## config.mk

```make
export PLATFORM = sky130hd
export DESIGN_NAME = enemy_bullet_ctrl
export DESIGN_NICKNAME = d
export VERILOG_FILES = /design/src/rtl/enemy_bullet_ctrl.sv
export SDC_FILE = /design/constraint.sdc
export NUM_CORES = 1
export LEC_CHECK = 0
export CELL_PAD_IN_SITES_DETAIL_PLACEMENT = 0
export CELL_PAD_IN_SITES_GLOBAL_PLACEMENT = 1
export CORE_MARGIN = 8
export CORE_UTILIZATION = 38
export DETAILED_ROUTE_END_ITERATION = 8
export PLACE_DENSITY = 0.81
export SYNTH_ARGS = -nofsm -noshare
export SYNTH_HDL_FRONTEND = slang
export SYNTH_SLANG_ARGS = --single-unit
```

## constraint.sdc

```tcl
create_clock -name clk -period 3.6 [get_ports clk]
set_input_delay 0.36 -clock clk [delete_from_list [all_inputs] [get_ports clk]]
set_output_delay 0.36 -clock clk [all_outputs]
set_load 0.01 [all_outputs]
```

## src/rtl/enemy_bullet_ctrl.sv

```systemverilog
// rtl/enemy_bullet_ctrl.sv - single enemy bullet: fire, fall, hit test, cooldown (optional ENEMY_BULLET_LFSR_EN fire gating)
module enemy_bullet_ctrl #(
  parameter int V_BOTTOM   = 479,
  parameter int STEP       = 2,
  parameter int PLANE_W    = 32,
  parameter int PLANE_H    = 16,
  parameter int COOL_TICKS = 30
) (
  input  logic       clk,
  input  logic       rst,
  input  logic       move_tick,
  input  logic [9:0] h_enemy,
  input  logic [9:0] v_enemy,
  input  logic       enemy_valid,
  input  logic [9:0] h_my_plane,
  input  logic [9:0] v_my_plane,
  output logic [9:0] h_bullet,
  output logic [9:0] v_bullet,
  output logic       active,
  output logic       hit
);

  localparam int CW = $clog2(COOL_TICKS + 1);

  typedef enum logic [1:0] {IDLE, FLY, COOLDOWN} state_t;

  state_t        state;
  logic [CW-1:0] cool_cnt;
  logic          fire_ok;

`ifdef ENEMY_BULLET_LFSR_EN
  logic [15:0] lfsr;

  // Free-running Fibonacci LFSR (taps 16,14,13,11); gates firing to ~1 in 16 ticks
  always_ff @(posedge clk or posedge rst) begin
    if (rst) lfsr <= 16'hACE1;
    else     lfsr <= {lfsr[14:0], lfsr[15] ^ lfsr[13] ^ lfsr[12] ^ lfsr[10]};
  end

  assign fire_ok = (lfsr[3:0] == 4'h0);
`else
  assign fire_ok = 1'b1;
`endif

  // Hitbox and bottom limits are evaluated 11 bits wide so they never wrap
  logic [10:0] h_lo, h_hi, v_lo, v_hi, v_next;
  logic        in_box, past_bottom;

  assign h_lo        = {1'b0, h_my_plane};
  assign h_hi        = h_lo + 11'(PLANE_W - 1);
  assign v_lo        = {1'b0, v_my_plane};
  assign v_hi        = v_lo + 11'(PLANE_H - 1);
  assign in_box      = ({1'b0, h_bullet} >= h_lo) && ({1'b0, h_bullet} <= h_hi) &&
                       ({1'b0, v_bullet} >= v_lo) && ({1'b0, v_bullet} <= v_hi);
  assign v_next      = {1'b0, v_bullet} + 11'(STEP);
  assign past_bottom = v_next > 11'(V_BOTTOM);

  // Bullet state machine; every output is a register updated here
  always_ff @(posedge clk or posedge rst) begin
    if (rst) begin
      state    <= IDLE;
      h_bullet <= 10'd0;
      v_bullet <= 10'd0;
      active   <= 1'b0;
      hit      <= 1'b0;
      cool_cnt <= '0;
    end else begin
      hit <= 1'b0;
      case (state)
        IDLE: begin
          h_bullet <= h_enemy;
          v_bullet <= v_enemy;
          active   <= 1'b0;
          if (move_tick && enemy_valid && fire_ok) begin
            state  <= FLY;
            active <= 1'b1;
          end
        end
        FLY: begin
          // A hit takes priority over reaching the bottom on the same cycle
          if (in_box) begin
            hit      <= 1'b1;
            state    <= COOLDOWN;
            active   <= 1'b0;
            cool_cnt <= '0;
          end else if (move_tick) begin
            if (past_bottom) begin
              state    <= COOLDOWN;
              active   <= 1'b0;
              cool_cnt <= '0;
            end else begin
              v_bullet <= v_next[9:0];
            end
          end
        end
        COOLDOWN: begin
          h_bullet <= h_enemy;
          v_bullet <= v_enemy;
          active   <= 1'b0;
          if (move_tick) begin
            if (cool_cnt == CW'(COOL_TICKS - 1)) begin
              state    <= IDLE;
              cool_cnt <= '0;
            end else begin
              cool_cnt <= cool_cnt + CW'(1);
            end
          end
        end
        default: begin
          state  <= IDLE;
          active <= 1'b0;
        end
      endcase
    end
  end

endmodule

```

==> run_results.csv <==
group,metric,value,unit
outcome,status,"complete, no violations",
power,pwr-share-clk,11.5,%
setup_path,start_kind,"primary input",
sta,max_freq,0.297,GHz
clock_tree,cts_tree,"yes",
sta,finalHoldViolCount,0,
drt,drc,0,
sta,rsz0062_at_grt,"no",
setup_path,cp_cell_sequence,"clkdlybuf4s50_1, inv_1, ha_1, and3_1, nor3_1, xnor2_1, ha_1, nand4_1, nor2_1, o21ai_0, a211oi_2, nor4_1, buf_4, or3_4, o311ai_0",
clock_tree,path_clk_slew,0.06,ns
place,dp.cells,506,
synthesis,synth_edf_count,0,
clock_tree,cts.sinks,29,
place,post-place-ws,-0.291,ns
synthesis,synthArstFlopShare,100,%
layout,drive_gt1_share,13.0,%
synthesis,yosys_warnings,0,
layout,layout.nets,504,
synthesis,synth_common_cells,"ha_1, inv_1, dfrtp_1",
sta,fin_ws,0.236,ns
power,power_density,585,nW/um^2
clock_tree,cts_root_buf,"clkbuf_8",
global_route,antenna_found_initial,0,
setup_path,worstPathMaxFanout,6,
synthesis,yosysTopAreaCell,"dfrtp_1",
die,core,7210,sq um
drt,first_iter_violations,192,
synthesis,syn_area_per_cell,8.70,sq um
global_route,grt_usage,15.1,%
synthesis,ys.flop_type,"dfrtp_1",
sta,setup_viol,0,
global_route,grt_max_degree,24,
place,hpwl,6310,um
sta,min_period_over_period,93.5,%
drt,drtAntennaViolNets,0,
sta,worst_slew_pin_slew,0.758,ns
setup_path,cpPeakStageDelay,0.48,ns
power,p_int,1.28,mW
drt,drt-pass1-iter-count,4,
power,ir_drop,0.264,mV
job,maxCapViolCount,0,
synthesis,yosysMostFrequentCell,"ha_1",
die,num_rows,31,
clock_tree,cts_max_level,2,
synthesis,ys_types,49,
die,die-height,102,um
worst_hold_path,hold_path_class,"reg2reg",
sta,slew_violations,0,
synthesis,syn_nets,415,
sta,holdWs,0.496,ns
power,switchingPower,0.983,mW
setup_path,cp_common_cell,"ha_1",
power,p_sw_share,43.5,%
synthesis,netlist_instances,325,
clock_tree,numCtsBuffers,5,
power,pwr-share-seq,29.1,%
layout,layout.cells.non_filler,514,
drt,wire_per_inst,15.1,um
global_route,grt_pass1_vias,2706,
place,io_buffers,65,
drt,wirelength,7780,um
power,power_leakage,1.73,nW
die,ios,66,
synthesis,ys_seq_elements,29,
place,globalplace.congestion,0.840,
global_route,grt_pass1_wl,12700,um
clock_tree,clkLatencyLatePin,0.28,ns
drt,via_count,2687,
die,start_util,39.2,%
layout,n_antenna_cell,0,
global_route,overflow,0,
synthesis,yosysTopAreaCellShare,25.7,%
sta,finClkSkew,0.0112,ns
synthesis,synth.yosys.seq_area_share,25.7,%
setup_path,worstSetupPathType,"in2reg",
layout,final_util,53.6,%
synthesis,synth_area,2830,sq um
setup_path,cp.required,3.76,ns
power,pwr-share-comb,59.4,%
sta,fin_crit,3.36,ns
layout,syn_to_final_growth,36.7,%
clock_tree,cts_buffer_depth,2,
die,die_w,102,um
sta,slew_headroom,49.4,%
die,dieArea,10500,sq um
synthesis,synthTopCellsByArea,"dfrtp_1, ha_1, xnor2_1",
drt,via_per_inst,5.23,
setup_path,cpMaxStageDelayCell,"clkdlybuf4s50_1",
setup_path,critical_path_arrival,3.52,ns
clock_tree,post-cts-setup-buffers,0,
setup_path,crit_path_end_kind,"flop",
-- flip-flops by register name (all words and copies together) (netlist names) --
name      flops
state         2
h_bullet     10
hit           1
cool_cnt      5
active        1
v_bullet     10
-- critical path, delay by kind of cell --
| kind | cells | cell delay (ns) |
|---|---|---|
| buffers and inverters | 3 | 0.70 |
| AND/OR/NAND/NOR | 6 | 1.13 |
| XOR/XNOR | 1 | 0.11 |
| AO/OA/AOI/OAI | 3 | 0.73 |
| adder cells (fa/ha/maj) | 2 | 0.50 |
-- metal layers --
metal	vias up	track usage, %	wire [um]
met5	-	0	0
met4	0	3.05	42
met3	4	3.34	341
met2	48	24.4	3630
met1	1259	20.0	3770
li1	1376	-	-
-- cells in the final DEF (no fill, tap or decap), types with 4 or more instances in the layout --
cell type         n
o311ai_0          4
a21o_1            6
buf_4            28
nor3_1           11
ha_1             46
a21oi_1          14
o21ai_0          15
inv_1            32
clkbuf_8          5
nor2_1            9
xnor2_1          17
mux2_2           11
nand2b_1          8
dfrtp_1          29
nand3_1          10
nand2_1          25
nor2b_1           5
nor4_1            4
and3_1            4
nand4_1          10
clkdlybuf4s50_1  65
nand3b_1          4
-- path summary, 6_finish.rpt --
check                               from           to  slack (ns)  depth (start not counted)
max                        v_my_plane[0]  v_bullet[7]        0.24                         15
min                             state[1]       active        0.50                          1
max reg2reg                  v_bullet[2]  v_bullet[8]        0.60                          8
min reg2reg                     state[1]       active        0.50                          1
max in group asynchronous            rst  v_bullet[5]        2.43                          3
min in group asynchronous            rst  h_bullet[5]        0.51                          2
-- kinds of logic after synthesis --
family / count (synthesis) / share of synthesized area, %
xor gates and xnor gates: 17 / 5.27
DFF: 29 / 25.7
AOI/OAI and AO/OA: 71 / 17.0
buffers and inverters: 43 / 6.06
muxes: 13 / 5.09
and+or+nand+nor: 106 / 20.5
adders and majority gates: 46 / 20.4
-- metrics by stage --
stage          power, mW  instance area [sq um]  TNS (ns)
6_report            2.26                   3860         0
5_1_grt             2.47                   3860         0
4_1_cts             2.27                   3850         0
3_5_place_dp        1.99                   3760     -1.42
3_3_place_gp        1.96                   3760    -0.309
2_1_floorplan       1.42                   2830         0
-- what timing repair did --
item	4_1_cts	5_1_grt
hold buffers	0	0
pin swaps	1	0
cloned	0	0
endpoints found under the setup margin	1	15
gates resized for setup	1	7
-- power groups by stage --
stage	clock network, mW	registers (mW)	logic (mW)
final	0.260	0.658	1.34
after global routing	0.284	0.688	1.50
after CTS	0.272	0.663	1.33
after detailed placement	0	0.668	1.32
after global placement	0	0.666	1.30
after floorplan	0	0.627	0.791
-- area by class of cell --
class                   instances  area [sq um]
repair buffers                 93           861
fillers                       690          3350
clock buffers                   6          72.6
inverters                      32           120
multi-input cells             253          1950
well taps                      99           124
clock inverters                 2          10.0
flip-flops and latches         29           726
No activity file was read; power rests on OpenSTA's default activity.
==> variant, RTL diff (config.mk and constraints unchanged) <==
Encoding of `state_t`: now one-hot (3 bits for 3 states).
--- a/src/rtl/enemy_bullet_ctrl.sv
+++ b/src/rtl/enemy_bullet_ctrl.sv
@@ -24,3 +24,3 @@
 
-  typedef enum logic [1:0] {IDLE, FLY, COOLDOWN} state_t;
+  typedef enum logic [2:0] {IDLE = 3'b001, FLY = 3'b010, COOLDOWN = 3'b100} state_t;
 
Formal check against the unedited RTL: no difference found for any inputs over 10 cycles, from zero or initial values and one cycle with rst high; not proved beyond that.
==> variant against the original RTL <==
- count of clock-buffer cells in the layout did not move
- global-route usage rose by 0.25 points
- critical path type unchanged
- wire length rose by 11%
- worst setup slack got worse by 0.014 ns
- total power fell by 17%
- sequential power fell by 12%
- first-iteration DRC count fell by 24%
- hold slack got worse by 0.032 ns
- largest cell class unchanged
- area after synthesis rose by 6.4%
- clock power rose by 10%
- cell area rose by 6.9%
- sequential cell count rose by 1
- non-clock buffer count rose by 3
- combinational power fell by 25%
==> variant: results (changes against the original RTL) <==
| Metric | Value |
|---|---|
| Post-synth cell types | `52 (was 49)` |
| Ys async rst share | `100% (unchanged)` |
| Final Util | `53.7% (was 53.6%)` |
| Met1 Use GR | `19.6% (was 20.0%)` |
| HPWL Detailed | `6670 um (was 6310 um)` |
| Syn nets | `457 (was 415)` |
| Vias in the first global route | `3076 (was 2706)` |
| Nonclk inv count | `35 (was 32)` |
| FF-to-FF Start | `v_bullet[5]$_DFFE_PP0P_ (was v_bullet[2]$_DFFE_PP0P_)` |
| Register area share after synthesis | `25.0% (was 25.7%)` |
| Multi-input combinational area share | `51.7% (was 50.5%)` |
| Leak | `1.89 nW (was 1.73 nW)` |
| Most frequent cells after synthesis | `ha_1 (46), nand2_1 (46), inv_1 (35) (was ha_1 (46), inv_1 (32), dfrtp_1 (29))` |
| Setup WS pre-CTS | `-0.335 ns (was -0.291 ns)` |
| WL/cell | `15.3 um (was 15.1 um)` |
| Status | `complete, no violations (unchanged)` |
| WP data arrival | `3.58 ns (was 3.52 ns)` |
| NonClk Buf Share | `21.5% (was 22.3%)` |
| Mean post-synth cell area | `8.19 sq um (was 8.70 sq um)` |
| Worst Max-Slew Pin Slew | `0.879 ns (was 0.758 ns)` |
| Layout cells sized above 1 | `13.7% (was 13.0%)` |
| Worst clock skew | `0.00499 ns (was 0.0112 ns)` |
| R2r endpoint | `v_bullet[6]$_DFFE_PP0P_ (was v_bullet[8]$_DFFE_PP0P_)` |
| Crit path max fanout | `8 (was 6)` |
| Routed met3 length | `383 um (was 341 um)` |
| Signal buffers | `96 (was 93)` |
| M3 GR Usage | `2.76% (was 3.34%)` |
| Met2 wire len | `4200 um (was 3630 um)` |
| Post-route setup slack | `0.221 ns (was 0.236 ns)` |
| First-pass GRT wire length | `14400 um (was 12700 um)` |
| DRT Wirelength | `8600 um (was 7780 um)` |
| Final #Nets | `548 (was 504)` |
| Multi-In Gates | `290 (was 253)` |
| R2R setup slack | `0.80 ns (was 0.60 ns)` |
| GRT Total Usage | `15.4% (was 15.1%)` |
| Final GP Congestion | `0.802 (was 0.840)` |
| Wl on met1 | `3930 um (was 3770 um)` |
| ClkCell Share | `2.30% (was 2.14%)` |
| Dpl cell area | `0.00395 sq mm (was 0.00376 sq mm)` |
| Hold Path Class | `in -> async (was reg -> reg)` |
| Routing usage on met2 | `26.2% (was 24.4%)` |
| Register Area | `752 sq um (was 726 sq um)` |
| Fill cell count | `736 (was 690)` |
| Largest cells by area after synthesis | `dfrtp_1 (24%), ha_1 (19%), nand2_1 (5.7%), xnor2_1 (5.0%), inv_1 (4.4%) (was dfrtp_1 (26%), ha_1 (20%), xnor2_1 (5.3%), mux2_2 (4.4%), inv_1 (4.2%))` |
variant: critical path: stages:
cell and delay (ns):
clkdlybuf4s50_1 0.42, or3b_4 0.40, and3_4 0.20, nand3_1 0.09, xnor2_1 0.07, ha_1 0.33, a21o_1 0.21, a211oi_2 0.27
o221ai_2 0.14, a31oi_1 0.22, buf_4 0.19, a311oi_4 0.09, buf_4 0.20, a31o_2 0.23, a31oi_1 0.15
variant: report_power, final:
part | total, mW | leakage (nW) | switching (mW) | internal [mW]
Clock | 0.286 | 0.0472 | 0.133 | 0.153
Combinational | 1.00 | 1.48 | 0.506 | 0.497
Sequential | 0.579 | 0.360 | 0.155 | 0.424
Total | 1.87 | 1.89 | 0.793 | 1.07
variant: worst min-delay path by stage:
stage	slack [ns]	to	start
finish	0.46	cool_cnt[0]$_DFFE_PP0P_	rst
global route	0.51	cool_cnt[0]$_DFFE_PP0P_	rst
CTS	0.48	h_bullet[7]$_DFFE_PP0N_	rst
detailed placement	0.54	active$_DFFE_PP0P_	active$_DFFE_PP0P_
global placement	0.52	cool_cnt[0]$_DFFE_PP0P_	cool_cnt[0]$_DFFE_PP0P_
floorplan	0.45	active$_DFFE_PP0P_	rst
variant: cells by family after synthesis:
| logic type | after synthesis | share of synthesized area [%] |
|---|---|---|
| buffers and inverters | 48 | 6.28 |
| AND/OR/NAND/NOR | 129 | 20.8 |
| flip-flops | 30 | 25.0 |
| XOR/XNOR | 18 | 5.24 |
| multiplexers | 2 | 0.666 |
| AO/OA/AOI/OAI | 94 | 22.8 |
| adder cells (fa/ha/maj) | 46 | 19.1 |
variant: what timing repair did:
item                       CTS  global route
buffers inserted             0             1
resized for setup            2            14
gates cloned                 1             0
pin swaps                    2             4
setup endpoints to repair    5            17
